## config.mk

```make
export PLATFORM = sky130hd
export DESIGN_NAME = uart_rx_flat
export DESIGN_NICKNAME = d
export VERILOG_FILES = /design/src/rtl/uart_rx_if.sv /design/src/rtl/uart_rx.sv /design/src/flat_wrapper.sv
export SDC_FILE = /design/constraint.sdc
export NUM_CORES = 1
export LEC_CHECK = 0
export CAP_MARGIN = 40
export CELL_PAD_IN_SITES_DETAIL_PLACEMENT = 0
export CELL_PAD_IN_SITES_GLOBAL_PLACEMENT = 1
export CORE_MARGIN = 4
export CORE_UTILIZATION = 40
export DETAILED_ROUTE_END_ITERATION = 8
export GPL_TIMING_DRIVEN = 0
export PLACE_DENSITY_LB_ADDON = 0.1
export SYNTH_ARGS = -nofsm -noshare
export SYNTH_HDL_FRONTEND = slang
export SYNTH_SLANG_ARGS = --single-unit
```

## constraint.sdc

```tcl
create_clock -name in_clk -period 1.7 [get_ports in_clk]
set_input_delay 0.34 -clock in_clk [delete_from_list [all_inputs] [get_ports in_clk]]
set_output_delay 0.34 -clock in_clk [all_outputs]
set_load 0.02 [all_outputs]
```

## src/rtl/uart_rx_if.sv

```systemverilog
// Line-side bundle for uart_rx: the serial input plus the received-word strobes.
// The line driver owns in_rx (master); the receiver owns the result signals (slave).
interface uart_rx_if #(
   parameter int DATA_W = 6
);
   logic              in_rx;
   logic [DATA_W-1:0] out_data;
   logic              out_valid;
   logic              out_frame_err;
   logic              out_busy;

   modport master (
      output in_rx,
      input  out_data, out_valid, out_frame_err, out_busy
   );

   modport slave (
      input  in_rx,
      output out_data, out_valid, out_frame_err, out_busy
   );
endinterface

```

## src/rtl/uart_rx.sv

```systemverilog
// UART receiver: 1 start bit, DATA_W data bits LSB first, 1 stop bit, sampled at
// mid-bit with a cycle-counting bit timer. Good words strobe out_valid, bad stop bits strobe out_frame_err.
module uart_rx #(
   parameter int DATA_W       = 6,
   parameter int CLKS_PER_BIT = 16
) (
   input  logic     in_clk,
   input  logic     in_rst,
   uart_rx_if.slave rx_if
);
   localparam int TW = $clog2(CLKS_PER_BIT);
   localparam int BW = $clog2(DATA_W + 1);
   localparam logic [TW-1:0] HALF_LAST = TW'(CLKS_PER_BIT / 2 - 1);
   localparam logic [TW-1:0] BIT_LAST  = TW'(CLKS_PER_BIT - 1);
   localparam logic [BW-1:0] IDX_LAST  = BW'(DATA_W - 1);

   typedef enum logic [2:0] {
      S_IDLE,
      S_START,
      S_DATA,
      S_STOP,
      S_WAIT_IDLE
   } state_t;

   state_t            r_state;
   logic              r_sync1;
   logic              r_sync2;
   logic [TW-1:0]     r_timer;
   logic [BW-1:0]     r_bit_idx;
   logic [DATA_W-1:0] r_shift;
   logic [DATA_W-1:0] r_data;
   logic              r_valid;
   logic              r_frame_err;
   logic              r_busy;
   logic              w_rx_s;

   // Sync flops reset to the idle line level so release never looks like a start bit.
   always_ff @(posedge in_clk or negedge in_rst) begin
      if (!in_rst) begin
         r_sync1 <= 1'b1;
         r_sync2 <= 1'b1;
      end else begin
         // NOTE: non-blocking assignments give a true two-stage shift; blocking would collapse it to one flop.
         r_sync1 <= rx_if.in_rx;
         r_sync2 <= r_sync1;
      end
   end

   assign w_rx_s = r_sync2;

   always_ff @(posedge in_clk or negedge in_rst) begin
      if (!in_rst) begin
         r_state     <= S_IDLE;
         r_timer     <= '0;
         r_bit_idx   <= '0;
         r_shift     <= '0;
         r_data      <= '0;
         r_valid     <= 1'b0;
         r_frame_err <= 1'b0;
         r_busy      <= 1'b0;
      end else begin
         r_valid     <= 1'b0;
         r_frame_err <= 1'b0;
         case (r_state)
            S_IDLE: begin
               r_timer <= '0;
               if (!w_rx_s) begin
                  r_state <= S_START;
                  r_busy  <= 1'b1;
               end
            end
            S_START: begin
               if (r_timer == HALF_LAST) begin
                  r_timer   <= '0;
                  r_bit_idx <= '0;
                  if (!w_rx_s) begin
                     r_state <= S_DATA;
                  end else begin
                     r_state <= S_IDLE;
                     r_busy  <= 1'b0;
                  end
               end else begin
                  r_timer <= r_timer + TW'(1);
               end
            end
            S_DATA: begin
               if (r_timer == BIT_LAST) begin
                  r_timer   <= '0;
                  r_shift   <= {w_rx_s, r_shift[DATA_W-1:1]};
                  r_bit_idx <= r_bit_idx + BW'(1);
                  if (r_bit_idx == IDX_LAST) r_state <= S_STOP;
               end else begin
                  r_timer <= r_timer + TW'(1);
               end
            end
            S_STOP: begin
               if (r_timer == BIT_LAST) begin
                  r_timer <= '0;
                  if (w_rx_s) begin
                     r_data  <= r_shift;
                     r_valid <= 1'b1;
                     r_state <= S_IDLE;
                     r_busy  <= 1'b0;
                  end else begin
                     r_frame_err <= 1'b1;
                     r_state     <= S_WAIT_IDLE;
                  end
               end else begin
                  r_timer <= r_timer + TW'(1);
               end
            end
            S_WAIT_IDLE: begin
               // A held-low line (break) must return high before another frame is armed.
               r_timer <= '0;
               if (w_rx_s) begin
                  r_state <= S_IDLE;
                  r_busy  <= 1'b0;
               end
            end
            default: begin
               r_state <= S_IDLE;
               r_timer <= '0;
               r_busy  <= 1'b0;
            end
         endcase
      end
   end

   assign rx_if.out_data      = r_data;
   assign rx_if.out_valid     = r_valid;
   assign rx_if.out_frame_err = r_frame_err;
   assign rx_if.out_busy      = r_busy;
endmodule
```

## src/flat_wrapper.sv

```systemverilog
// flat-port wrapper written by rule: the top's interface ports become plain ports
module uart_rx_flat 
#(
   parameter int DATA_W       = 6,
   parameter int CLKS_PER_BIT = 16
)
  (in_clk, in_rst, rx_if_in_rx, rx_if_out_data, rx_if_out_valid, rx_if_out_frame_err, rx_if_out_busy);
  uart_rx_if #(.DATA_W(DATA_W)) rx_if_i ();
  input  logic in_clk;
  input  logic in_rst;
  input wire logic [$bits(rx_if_i.in_rx)-1:0] rx_if_in_rx;
  output wire logic [$bits(rx_if_i.out_data)-1:0] rx_if_out_data;
  output wire logic [$bits(rx_if_i.out_valid)-1:0] rx_if_out_valid;
  output wire logic [$bits(rx_if_i.out_frame_err)-1:0] rx_if_out_frame_err;
  output wire logic [$bits(rx_if_i.out_busy)-1:0] rx_if_out_busy;
  assign rx_if_i.in_rx = rx_if_in_rx;
  assign rx_if_out_data = rx_if_i.out_data;
  assign rx_if_out_valid = rx_if_i.out_valid;
  assign rx_if_out_frame_err = rx_if_i.out_frame_err;
  assign rx_if_out_busy = rx_if_i.out_busy;
  uart_rx #(.DATA_W(DATA_W), .CLKS_PER_BIT(CLKS_PER_BIT)) u_core (.in_clk(in_clk), .in_rst(in_rst), .rx_if(rx_if_i));
endmodule
```

==> results of run 1 <==
[where the power goes]
| part | leakage (uW) | internal [uW] | switching [uW] | total [uW] |
|---|---|---|---|---|
| Clock | 0.0000177 | 88.0 | 181 | 269 |
| Combinational | 0.000355 | 327 | 343 | 671 |
| Sequential | 0.000352 | 740 | 63.3 | 803 |
| Total | 0.000725 | 1160 | 588 | 1740 |
[synthesized netlist by cell type, drive strengths merged]
| master | count | share of area, % |
|---|---|---|
| dfrtp | 25 | 49 |
| nor3 | 2 | 0.79 |
| a21oi | 4 | 1.6 |
| and4b | 1 | 0.89 |
| xnor2 | 3 | 2.1 |
| a41oi | 1 | 0.69 |
| a2111o | 1 | 0.89 |
| o22ai | 1 | 0.49 |
| ha | 3 | 3.0 |
| dfstp | 2 | 4.1 |
| nor4 | 2 | 0.99 |
| nor4b | 1 | 0.69 |
| nand2b | 4 | 2.0 |
| mux2 | 12 | 12 |
| clkbuf | 1 | 0.30 |
| o31a | 1 | 0.69 |
| a211oi | 1 | 0.99 |
| buf | 6 | 4.1 |
| nor2 | 4 | 1.2 |
| nand2 | 2 | 0.59 |
| nand3b | 3 | 1.8 |
| inv | 5 | 1.5 |
| nand4 | 2 | 1.5 |
| nand3 | 5 | 3.0 |
| or3 | 1 | 0.49 |
| nand4b | 1 | 0.69 |
| o2bb2ai | 1 | 0.69 |
| or3b | 1 | 0.69 |
| mux2i | 1 | 0.79 |
| o21ai | 2 | 0.79 |
| nor2b | 1 | 0.49 |
[kinds of logic (layout without fill, tap and decap cells)]
family,count (synthesis),in the layout
buf+inv,12,30
flops,27,27
mux,13,13
compound gates,12,12
simple gates,30,30
fa+ha+maj,3,3
xor+xnor,3,3
[routing by layer]
layer  global-route usage [%]  vias to the layer above  wire length [um]
met5                        0                        -                 0
met3                     2.81                        2                55
met1                     17.6                      395              1130
li1                         -                      392                 -
met2                     19.2                        5              1010
met4                     3.96                        0                21
[repair_timing]
| action | in CTS | in global routing |
|---|---|---|
| endpoints found under the setup margin | 6 | 14 |
| endpoints found under the hold margin | 0 | 0 |
| resized for setup | 0 | 7 |
| setup buffers | 2 | 1 |
[cell type report]
class                      instances  area (um2)  share of cell area, %
buffer                             6        46.3                   3.07
timing repair buffer              15         158                   10.5
multi-input combinational         61         524                   34.8
clock buffer                       3        22.5                   1.49
inverter                           5        18.8                   1.24
tap                               44        55.1                   3.65
sequential                        27         678                   45.0
clock inverter                     1        5.00                  0.332
[per-stage QoR]
stage               hold WS [ns]  power [uW]  setup WS [ns]  cells  TNS (ns)
finish                     0.369        1740         0.0534    162         0
floorplan                 0.0444        1290         0.0874    100         0
global placement           0.347        1420         -0.146    155     -3.61
CTS                        0.370        1740         0.0252    162         0
global route               0.375        1880       0.000264    162         0
detailed placement         0.350        1430       0.000696    156         0
[path summary, 6_finish.rpt]
check,to,depth (start not counted)
worst max-delay path,u_core.r_shift[3],5
worst min-delay path,u_core.r_sync2,0
worst max register to register,u_core.r_shift[3],5
worst min register to register,u_core.r_sync2,0
max in group asynchronous,u_core.r_shift[1],2
min in group asynchronous,u_core.rx_if.out_busy,1
[flip-flops by register name, summed over array words and instances (netlist names)]
| name | count |
|---|---|
| u_core.r_sync1 | 1 |
| u_core.rx_if.out_busy | 1 |
| u_core.r_timer | 4 |
| u_core.rx_if.out_frame_err | 1 |
| u_core.rx_if.out_valid | 1 |
| u_core.r_sync2 | 1 |
| u_core.rx_if.out_data | 6 |
| u_core.r_shift | 6 |
| u_core.r_state | 3 |
| u_core.r_bit_idx | 3 |
==> results.tsv, run 1 <==
stage	metric	value	unit
global_route	grt_pass1_wl	4120	um
timing	rsz0062_at_grt	no	
min_path	hold_path.class	reg -> reg	
logic_synthesis	postSynthRegisterBits	27	
logic_synthesis	ys_warn_count	0	
timing	tightest_slew	0.657	ns
final_layout	final_util	49.4	%
worst_setup_path	worst_path_dominant_cell_family	simple AND/OR/NAND/NOR gates	
worst_setup_path	r2r_slack	0.05	ns
die	fp-row-count	20	
routing	via_per_inst	4.90	
global_route	first_global_vias	837	
placed_design	placement.cell_area	1450	um2
timing	finalMaxSlewViolations	0	
logic_synthesis	syn_nets	106	
routing	dr_total_vias	794	
logic_synthesis	synth-xor-area-share	2.07	%
cts	clock_latency	0.31	ns
timing	relSlewSlack	56.1	%
cts	cts_tree	done	
logic_synthesis	syn-mean-instance-area	12.7	um2
cts	numCtsBuffers	3	
global_route	grt_max_degree	16	
flow_run	drv_cap	0	
final_layout	most-common-layout-cells	dfrtp_1, clkdlybuf4s50_1, mux2_2, mux2_4, inv_1	
timing	finalCritPeriodShare	96.9	%
die	die_w	64.3	um
routing	postRouteAntennaNets	0	
placed_design	dpl.hpwl	1580	um
cts	root_buffer	clkbuf_4	
routing	wire_per_inst	13.7	um
worst_setup_path	worstPathRequired	1.92	ns
logic_synthesis	synth_cell_type_count	35	
timing	timing.fmax	607	MHz
timing	timing.final.crit_period	1.65	ns
worst_setup_path	crit_fanout	8	
cts	clock_sinks	27	
logic_synthesis	synth_compound_area_share	6.80	%
logic_synthesis	synth-simple-area-share	15.7	%
cts	holdBufCountCts	0	
routing	dr.pass1.iters	4	
pwr	leakagePower	0.000725	uW
logic_synthesis	netlist_area	1270	um2
placed_design	port_buffers	11	
worst_setup_path	crit_path_cell_trace	ha_2 -> buf_6 -> nand3_4 -> or3_4 -> mux2_4	
pwr	irDropWorstVdd	0.551	mV
routing	drc	0	
global_route	gr-total-overflow	0	
timing	hold_violations	0	
worst_setup_path	cp_slowest_cell	or3_4	
cts	cts_buffer_depth	2	
die	die_h	64.3	um
worst_setup_path	cp.arrival	1.86	ns
worst_setup_path	rr_startpoint	u_core.r_timer[0]	
cts	cts_max_level	1	
logic_synthesis	yosys-mux-area-fraction	13.2	%
final_layout	nNetsFinal	125	
timing	clock_skew	0.00344	ns
worst_setup_path	endpoint_kind	flip-flop	
final_layout	diodes	0	
logic_synthesis	synth_top_family_by_area	simple AND/OR/NAND/NOR gates	
die	core-area	3050	um2
worst_setup_path	slowest_delay	0.46	ns
placed_design	globalplace.congestion	0.792	
timing	finalSetupViolations	0	
final_layout	nFillCells	311	
final_layout	layout-drive-gt1-share	28.0	%
die	dieArea	4140	um2
logic_synthesis	synth_sequential_area_ratio	53.4	%
die	initial_core_util	41.6	%
global_route	antenna_found_initial	0	
logic_synthesis	synth_cells	100	
final_layout	layout_commonest_cell	dfrtp_1	
min_path	min_from	u_core.r_sync1	
worst_setup_path	crit_buf_inv	1	
worst_setup_path	crit_start	u_core.r_timer[0]	
routing	wirelength	2210	um
final_layout	area_growth	18.7	%
outcome	outcome	finished clean	
logic_synthesis	synthAdderAreaFrac	2.96	%
global_route	grt_use_total	12.6	%
worst_setup_path	critPathLaunchType	flip-flop	
die	ios	12	
cts	clk_pin_slew	0.14	ns
final_layout	fin_area	1510	um2
routing	drt_iter0_markers	27	
worst_setup_path	crit_type	reg -> reg	
pwr	p_per_area	1160	nW/um2
Power figures use the tool's default switching activity.
==> inputs of run 2 (changes only) <==
--- a/config.mk
+++ b/config.mk
@@ -9,7 +9,8 @@
 export CELL_PAD_IN_SITES_DETAIL_PLACEMENT = 0
 export CELL_PAD_IN_SITES_GLOBAL_PLACEMENT = 1
 export CORE_MARGIN = 4
-export CORE_UTILIZATION = 40
+export CORE_UTILIZATION = 34
+export CTS_CLUSTER_SIZE = 24
 export DETAILED_ROUTE_END_ITERATION = 8
 export GPL_TIMING_DRIVEN = 0
 export PLACE_DENSITY_LB_ADDON = 0.1
==> run 2 against run 1 <==
  * Cell area rose by 1.3%
  * Combinational power rose by 3.3%
  * Worst hold slack lost 0.0089 ns
  * Total power up 6.7%
  * Setup slack got worse by 0.013 ns
  * Critical endpoint is now u_core.r_shift[0]
  * Highest routed layer unchanged
==> results.tsv, run 2 (synthesized netlist as in run 1, its figures left out) <==
stage	metric	value	unit	change
cts	clock_sinks	27		unchanged
routing	via_per_inst	5.07		+3.5%
pwr	leakagePower	0.000666	uW	-8.1%
final_layout	final_util	44.0	%	-5.3 points
cts	numCtsBuffers	3		unchanged
flow_run	drv_cap	0		unchanged
timing	finalMaxSlewViolations	0		unchanged
cts	clock_latency	0.27	ns	-0.04 ns
global_route	first_global_vias	855		+2.2%
timing	timing.fmax	602	MHz	-0.81%
timing	relSlewSlack	51.4	%	-4.6 points
worst_setup_path	cp.arrival	1.82	ns	-0.04 ns
final_layout	area_growth	20.3	%	
routing	drt_iter0_markers	23		-15%
pwr	total_power	1860	uW	+6.7%
die	die_w	69.1	um	+7.4%
worst_setup_path	worstPathRequired	1.86	ns	-0.06 ns
timing	timing.final.crit_period	1.66	ns	+0.0134 ns
cts	cts_max_level	1		unchanged
timing	hold_violations	0		unchanged
routing	dr_total_vias	832		+4.8%
timing	clock_skew	0.00182	ns	-0.00161 ns
placed_design	dpl.hpwl	1620	um	+2.5%
outcome	outcome	finished clean		
die	ios	12		unchanged
cts	cts_buffer_depth	2		unchanged
global_route	gr-total-overflow	0		unchanged
timing	tightest_slew	0.726	ns	+0.0693 ns
timing	finalSetupViolations	0		unchanged
die	die_h	69.1	um	+7.4%
timing	finalCritPeriodShare	97.6	%	+0.79 points
worst_setup_path	crit_path_cell_trace	ha_2 -> buf_6 -> nand3_4 -> or3_4 -> mux2_4		
worst_setup_path	crit_type	reg -> reg		
final_layout	layout-drive-gt1-share	28.0	%	unchanged
global_route	antenna_found_initial	0		unchanged
routing	wirelength	2370	um	+7.3%
final_layout	diodes	0		unchanged
die	fp-row-count	21		+5.0%
global_route	grt_max_degree	16		unchanged
die	core-area	3470	um2	+14%
die	dieArea	4780	um2	+15%
cts	root_buffer	clkbuf_8		
cts	cts_tree	done		
pwr	p_per_area	1220	nW/um2	+5.3%
die	initial_core_util	36.6	%	-5.0 points
routing	drc	0		unchanged
worst_setup_path	slowest_delay	0.46	ns	about the same
pwr	irDropWorstVdd	0.513	mV	-6.9%
worst_setup_path	endpoint_kind	flip-flop		
routing	postRouteAntennaNets	0		unchanged
final_layout	layout_commonest_cell	dfrtp_1		
global_route	grt_pass1_wl	4270	um	+3.7%
worst_setup_path	crit_fanout	8		unchanged
cts	holdBufCountCts	0		unchanged
worst_setup_path	critPathLaunchType	flip-flop		
global_route	grt_use_total	10.9	%	-1.7 points
final_layout	most-common-layout-cells	dfrtp_1, clkdlybuf4s50_1, mux2_2, mux2_4, inv_1		
cts	clk_pin_slew	0.09	ns	-0.05 ns
worst_setup_path	crit_buf_inv	1		unchanged
worst_setup_path	worst_path_dominant_cell_family	simple AND/OR/NAND/NOR gates		
placed_design	globalplace.congestion	0.714		-9.9%
final_layout	nNetsFinal	125		unchanged
routing	wire_per_inst	14.5	um	+6.0%
min_path	hold_path.class	reg -> reg		
placed_design	port_buffers	11		unchanged
routing	dr.pass1.iters	4		unchanged
worst_setup_path	cp_slowest_cell	or3_4		
[run 2: changes by cell type in the layout (fill, tap and decap cells not counted)]
cell,change
dlymetal6s2s_1,-4
clkbuf_4,-3
clkdlybuf4s50_1,+4
nand4_4,+1
nand4_2,-1
clkbuf_8,+3
[run 2: area by class of cell]
class	instances	area, um2
flip-flops and latches	27	678
fillers	358	1940
well taps	46	57.6
plain buffers	6	46.3
multi-input cells	61	533
clock buffers	3	41.3
clock inverters	1	5.00
repair buffers	15	148
inverters	5	18.8
[run 2: worst paths after layout]
kind	end	cells after the start	from	slack, ns
min reg2reg	u_core.r_sync2	0	u_core.r_sync1	0.36
max in group asynchronous	u_core.r_sync2	2	in_rst	0.58
max	u_core.r_shift[0]	5	u_core.r_timer[0]	0.04
min	u_core.r_sync2	0	u_core.r_sync1	0.36
min in group asynchronous	u_core.r_bit_idx[0]	1	in_rst	0.49
max reg2reg	u_core.r_shift[0]	5	u_core.r_timer[0]	0.04
[run 2: worst reg2reg max path: stages, from the launching register on]
cell	delay, ns
dfrtp_1	0.38
ha_2	0.18
buf_6	0.11
nand3_4	0.10
or3_4	0.46
mux2_4	0.32
[run 2: per-layer routing]
metal  wire (um)  GRT usage [%]
met5           0              0
met4          23           2.60
met3          98           3.34
met2        1120           16.4
met1        1130           15.1
[run 2: per-stage QoR]
| step | std cells | setup WS, ns | area (um2) | TNS, ns | hold WS [ns] |
|---|---|---|---|---|---|
| floorplan | 100 | 0.0874 | 1270 | 0 | 0.0444 |
| global placement | 157 | -0.152 | 1440 | -3.77 | 0.347 |
| detailed placement | 158 | -0.0144 | 1450 | -0.0600 | 0.349 |
| CTS | 163 | 0.00459 | 1510 | 0 | 0.363 |
| global route | 164 | -0.0314 | 1530 | -0.140 | 0.371 |
| finish | 164 | 0.0400 | 1530 | 0 | 0.360 |
[run 2: where the power goes]
| group | internal [uW] | total, uW | leakage [uW] | switching, uW |
|---|---|---|---|---|
| registers | 740 | 805 | 0.000352 | 65.3 |
| clock network | 164 | 361 | 0.0000255 | 197 |
| logic | 333 | 693 | 0.000288 | 359 |
[run 2: what timing repair did]
action / 4_1_cts / 5_1_grt
pin swaps: 0 / 0
gates cloned: 0 / 0
gates resized for setup: 0 / 4
buffers inserted: 1 / 2
setup endpoints to repair: 6 / 12
